<file path="config.mk">
export PLATFORM = sky130hd
export DESIGN_NAME = grf_wb_arbiter
export DESIGN_NICKNAME = d
export VERILOG_FILES = /design/src/rtl/grf_pkg.sv /design/src/rtl/rr_arbiter.sv /design/src/rtl/grf_wb_arbiter.sv
export SDC_FILE = /design/constraint.sdc
export NUM_CORES = 1
export LEC_CHECK = 0
export ABC_AREA = 0
export CORE_UTILIZATION = 38
export DETAILED_ROUTE_END_ITERATION = 12
export GPL_TIMING_DRIVEN = 0
export PLACE_DENSITY = 0.78
export SYNTH_ARGS = -nofsm -noshare
export SYNTH_HDL_FRONTEND = slang
export SYNTH_SLANG_ARGS = --single-unit
</file>
<file path="constraint.sdc">
create_clock -name clk -period 2.8 [get_ports clk]
set_input_delay 0.42 -clock clk [delete_from_list [all_inputs] [get_ports clk]]
set_output_delay 0.42 -clock clk [all_outputs]
set_load 0.05 [all_outputs]
</file>
<file path="src/rtl/grf_pkg.sv">
// Shared GRF constants and the saturating write-counter helper used by the
// writeback arbiter.
package grf_pkg;
  localparam int GRF_ADDR_W = 5;
  localparam int GRF_DATA_W = 32;
  localparam logic [GRF_ADDR_W-1:0] GRF_ZERO_REG = 5'd0;
  localparam int WB_CNT_W = 16;
  localparam logic [WB_CNT_W-1:0] WB_CNT_MAX = '1;

  function automatic logic [WB_CNT_W-1:0] wb_cnt_inc(input logic [WB_CNT_W-1:0] v);
    return (v == WB_CNT_MAX) ? v : v + 1'b1;
  endfunction
endpackage

</file>
<file path="src/rtl/rr_arbiter.sv">
// Combinational round-robin picker: the first asserted request at or after
// ptr, wrapping modulo N, wins.
module rr_arbiter #(
  parameter int N = 3,
  localparam int IW = (N > 1) ? $clog2(N) : 1
) (
  input  logic [N-1:0]  req,
  input  logic [IW-1:0] ptr,
  output logic [N-1:0]  gnt,
  output logic [IW-1:0] gnt_idx,
  output logic          gnt_vld
);
  int idx;

  always_comb begin
    gnt     = '0;
    gnt_idx = '0;
    gnt_vld = 1'b0;
    idx     = 0;
    for (int k = 0; k < N; k++) begin
      idx = int'(ptr) + k;
      if (idx >= N) idx = idx - N;
      if (!gnt_vld && req[idx]) begin
        gnt[idx] = 1'b1;
        gnt_idx  = IW'(idx);
        gnt_vld  = 1'b1;
      end
    end
  end
endmodule

</file>
<file path="src/rtl/grf_wb_arbiter.sv">
// Round-robin arbiter sharing the GRF write port among N_REQ writeback sources.
// Optional build macro GRF_WB_ZERO_DROP_EN: $0 writes are acked and discarded.
module grf_wb_arbiter
  import grf_pkg::*;
#(
  parameter int N_REQ  = 3,
  parameter int ADDR_W = GRF_ADDR_W,
  parameter int DATA_W = GRF_DATA_W
) (
  input  logic                     clk,
  input  logic                     reset,
  input  logic [N_REQ-1:0]         req_valid,
  input  logic [N_REQ*ADDR_W-1:0]  req_rw,
  input  logic [N_REQ*DATA_W-1:0]  req_data,
  output logic [N_REQ-1:0]         req_ready,
  input  logic                     wb_stall,
  output logic [ADDR_W-1:0]        RW,
  output logic [DATA_W-1:0]        busW,
  output logic                     RegWrite,
  output logic [WB_CNT_W-1:0]      wb_count
);
  localparam int IW = $clog2(N_REQ);

  logic [N_REQ-1:0]    arb_req, gnt;
  logic [IW-1:0]       gnt_idx;
  logic                gnt_vld;
  logic [IW-1:0]       ptr_q, ptr_d;
  logic [ADDR_W-1:0]   rw_q, rw_d;
  logic [DATA_W-1:0]   data_q, data_d;
  logic                we_q, we_d;
  logic [WB_CNT_W-1:0] cnt_q, cnt_d;

`ifdef GRF_WB_ZERO_DROP_EN
  logic [N_REQ-1:0] zero_req;
  for (genvar i = 0; i < N_REQ; i++) begin : g_zero
    assign zero_req[i] = (req_rw[i*ADDR_W +: ADDR_W] == ADDR_W'(GRF_ZERO_REG));
  end
  // $0 requests bypass arbitration and are acked even under stall.
  assign arb_req   = (reset || wb_stall) ? '0 : (req_valid & ~zero_req);
  assign req_ready = reset ? '0 : (gnt | (req_valid & zero_req));
`else
  assign arb_req   = (reset || wb_stall) ? '0 : req_valid;
  assign req_ready = gnt;
`endif

  rr_arbiter #(.N(N_REQ)) u_rr (
    .req     (arb_req),
    .ptr     (ptr_q),
    .gnt     (gnt),
    .gnt_idx (gnt_idx),
    .gnt_vld (gnt_vld)
  );

  always_comb begin
    ptr_d  = ptr_q;
    rw_d   = rw_q;
    data_d = data_q;
    we_d   = we_q;
    cnt_d  = cnt_q;
    // A presented write commits on any unstalled cycle.
    if (!wb_stall) begin
      if (we_q) cnt_d = wb_cnt_inc(cnt_q);
      we_d = gnt_vld;
      if (gnt_vld) begin
        rw_d   = req_rw[gnt_idx*ADDR_W +: ADDR_W];
        data_d = req_data[gnt_idx*DATA_W +: DATA_W];
        ptr_d  = (gnt_idx == IW'(N_REQ-1)) ? '0 : gnt_idx + 1'b1;
      end
    end
  end

  always_ff @(posedge clk) begin
    if (reset) begin
      ptr_q  <= '0;
      rw_q   <= '0;
      data_q <= '0;
      we_q   <= 1'b0;
      cnt_q  <= '0;
    end else begin
      ptr_q  <= ptr_d;
      rw_q   <= rw_d;
      data_q <= data_d;
      we_q   <= we_d;
      cnt_q  <= cnt_d;
    end
  end

  assign RW       = rw_q;
  assign busW     = data_q;
  assign RegWrite = we_q;
  assign wb_count = cnt_q;
endmodule

</file>
==> run_results.csv <==
group,metric,value,unit
placed_design,gp_congestion,0.864,
setup_path,reg2reg_from,"ptr_q[0]",
drt,avg_wl_per_cell,16.4,um
synthesis,number_of_synthesized_flops_with_an_enable_pin,0,
setup_path,worstSetupStartpointType,"register",
cells_and_area,finish.instance_area,0.00493,mm^2
pwr,power.sequential.fraction,37.8,%
setup_path,crit_fanout,10,
floorplanning,placementRows,31,
global_route,grt_max_degree,19,
timing,report.final.hold_viol_count,0,
cells_and_area,layoutNonFillerInstCount,600,
global_route,number_of_global_route_vias_before_repair,3085,
synthesis,async_reset_ff_share,0,%
pwr,combPwrFrac,44.2,%
setup_path,type_of_the_worst_setup_path,"register to primary output",
pwr,peakVddDrop,0.000299,V
outcome,run_status,"complete, no violations",
floorplanning,die_area,0.00810,mm^2
pwr,p_leak,1.96,nW
timing,max_slew.worst_pin.slew,934,ps
synthesis,synth_warn,0,
pwr,powerDensity,521,mW/mm^2
worst_hold_path,timing.hold.worst_endpoint,"ptr_q[0]",
drt,detailroute.via_count,3202,
cts,cts_root_buf,"clkbuf_8",
cts,cts_inserted_buffers,5,
cts,cts_tree,"done",
floorplanning,io_pins,174,
timing,finalCritPeriodShare,95.7,%
pwr,post-layout-total-power,0.00257,W
cells_and_area,antenna_cells,0,
drt,1st_pass_router_iterations,5,
setup_path,critPathCaptureType,"primary output",
pwr,internal_power,0.00156,W
drt,drt_iter0_drc,115,
setup_path,cp_data_arrival_time,2260,ps
global_route,grt_overflow,0,
synthesis,mappedNetlistNets,443,
cells_and_area,finish.net_count,622,
synthesis,synthesis.area_per_instance,9.17,um^2
cts,clkSlewWorstSetupHoldPaths,100,ps
floorplanning,initial_core_util,39.9,%
setup_path,worst_r2r_endpoint,"RW[1]",
cts,numClockSinks,56,
setup_path,timing.reg2reg.worst_path_depth,10,
timing,max-slew-margin-rel,37.3,%
global_route,antenna_found_initial,0,
pwr,power.clock.fraction,18.0,%
timing,clock_skew,13.4,ps
placed_design,place_hpwl,7.73,mm
cts,clock_tree.htree_level_count,2,
synthesis,ys_seq_area_share,38.1,%
cts,clk_path_buf_depth,2,
drt,post_dr_vias_cell,5.34,
synthesis,netlist-cell-type-count,44,
drt,postRouteAntennaNets,0,
global_route,groute.usage.overall,23.6,%
placed_design,post_detailed_placement_cell_area,0.00479,mm^2
synthesis,synth.cell_area,0.00294,mm^2
placed_design,numPlacedInstances,592,
cts,cts_hold_repair.buffers,0,
cts,clock_latency,320,ps
cells_and_area,proportion_of_layout_cells_with_a_drive_suffix_above_1,8.38,%
floorplanning,die_height,90.0,um
drt,postRouteWirelength,9.83,mm
worst_hold_path,min_delay_path_depth,2,
worst_hold_path,hold_path_startpoint,"ptr_q[0]",
synthesis,synthFlopType,"dfxtp_1",
timing,fmax,373,MHz
timing,slew_violations,0,
global_route,grt_first_pass_wirelength,15.5,mm
floorplanning,die_w,90.0,um
setup_path,cp.required,2380,ps
placed_design,port_buffer_count,172,
timing,timing.final.setup_violations,0,
timing,grt_setup_unrepaired,"yes",
setup_path,reg2reg_setup_slack,170,ps
synthesis,ys_seq_elements,56,
cells_and_area,syn2layout_area_growth,67.6,%
flow_run,maxCapViolCount,0,
pwr,switching_power,0.00101,W
synthesis,synthesis.instances,321,
timing,timing.final.crit_period,2680,ps
drt,route.detailed.drc,0,
floorplanning,core_area,0.00737,mm^2
timing,setup_ws,120,ps
placed_design,preCtsSetupSlack,-595,ps
worst_hold_path,worst_hold_path_type,"register to register",
pwr,switching_share,39.3,%
## worst max-delay path: stages, from the launching register on
cell and delay (ps):
dfxtp_2 370, inv_1 70, ha_1 180, buf_2 170, or3_4 390, o32ai_4 180
nand2_1 100, o211ai_1 170, o21a_1 160, buf_6 150
## synth_stat cells, types with 2 or more instances
library cell / number / area (um^2)
mux2i_1: 41 / 410
nand3_1: 6 / 30.0
nand2b_1: 3 / 18.8
o211ai_1: 2 / 15.0
nor3_1: 3 / 15.0
o22ai_1: 20 / 125
a22oi_1: 37 / 278
o21a_1: 2 / 15.0
o21ai_1: 12 / 60.1
buf_6: 2 / 22.5
dfxtp_1: 56 / 1120
ha_1: 5 / 62.6
buf_4: 2 / 15.0
a31oi_1: 2 / 12.5
nor4_1: 4 / 25.0
a21oi_1: 12 / 60.1
inv_1: 6 / 22.5
o31ai_1: 2 / 15.0
o21ai_0: 7 / 35.0
xnor2_1: 13 / 114
or3_1: 4 / 25.0
or2_2: 2 / 12.5
nor2_1: 21 / 78.8
nand2_1: 12 / 45.0
clkbuf_1: 12 / 45.0
and4_1: 2 / 17.5
a211oi_1: 3 / 22.5
nand4_1: 5 / 31.3
buf_2: 8 / 40.0
## through the flow
step           setup TNS [ps]  utilization (%)  hold slack [ps]
2_1_floorplan               0                -              466
3_3_place_gp            -3010             65.0              471
3_5_place_dp            -3830             65.0              480
4_1_cts                     0             66.4              494
5_1_grt                 -26.5             66.9              509
6_report                    0             66.9              491
## routing by layer
layer	up-vias	wire [um]	global-route usage, %	share of wire, %
li1	1569	-	-	-
met1	1503	4200	29.1	43
met2	113	4950	41.0	50
met3	17	475	4.57	4.8
met4	0	210	7.66	2.1
met5	-	0	0	0
## what timing repair did
item	in CTS	in global routing
pin swaps	0	1
gates cloned	0	0
endpoints found under the setup margin	13	40
gates resized for setup	22	17
buffers inserted	0	1
## flip-flops by register name (all words and copies together) (netlist names)
name	cells
busW	32
wb_count	16
RW	5
ptr_q	2
RegWrite	1
## kinds of logic after synthesis
family | Yosys count | share of synthesized area, %
xor+xnor | 14 | 4.16
buf+inv | 30 | 4.93
simple gates | 71 | 12.9
fa+ha+maj | 5 | 2.12
mux | 41 | 13.9
compound gates | 104 | 23.8
flops | 56 | 38.1
## area by class of cell
| class | instances | area, um^2 |
|---|---|---|
| timing repair buffer | 173 | 1730 |
| sequential | 56 | 1120 |
| buffer | 23 | 126 |
| fill | 591 | 2440 |
| inverter | 6 | 22.5 |
| clock buffer | 5 | 68.8 |
| tap | 99 | 124 |
| clock inverter | 3 | 22.5 |
| multi-input combinational | 235 | 1720 |
## power groups by stage
stage	Combinational, W	Sequential [W]	Clock [W]
6_report	0.00114	0.000972	0.000462
2_1_floorplan	0.000296	0.00134	0
3_3_place_gp	0.00111	0.000983	0
4_1_cts	0.00113	0.000971	0.000468
5_1_grt	0.00119	0.000986	0.000502
3_5_place_dp	0.00112	0.000986	0
## worst max path at each step
| stage | to | startpoint | slack (ps) | depth (start not counted) |
|---|---|---|---|---|
| global placement | req_ready[0] | wb_stall | -580 | 7 |
| finish | req_ready[0] | ptr_q[0] | 120 | 9 |
| CTS | req_ready[0] | ptr_q[0] | 20 | 9 |
| floorplan | req_ready[1] | ptr_q[0] | 220 | 7 |
| global route | req_ready[0] | ptr_q[0] | -30 | 9 |
| detailed placement | req_ready[0] | wb_stall | -600 | 7 |
## cells in the final DEF (no fill, tap or decap), types with 12 or more instances in the layout
master,synthesis,routed
clkdlybuf4s50_1,0,168
dfxtp_1,56,55
mux2i_1,41,40
a22oi_1,37,37
nor2_1,21,21
o22ai_1,20,19
xnor2_1,13,13
a21oi_1,12,12
nand2_1,12,12
o21ai_1,12,12
(Power assumes the default switching activity.)
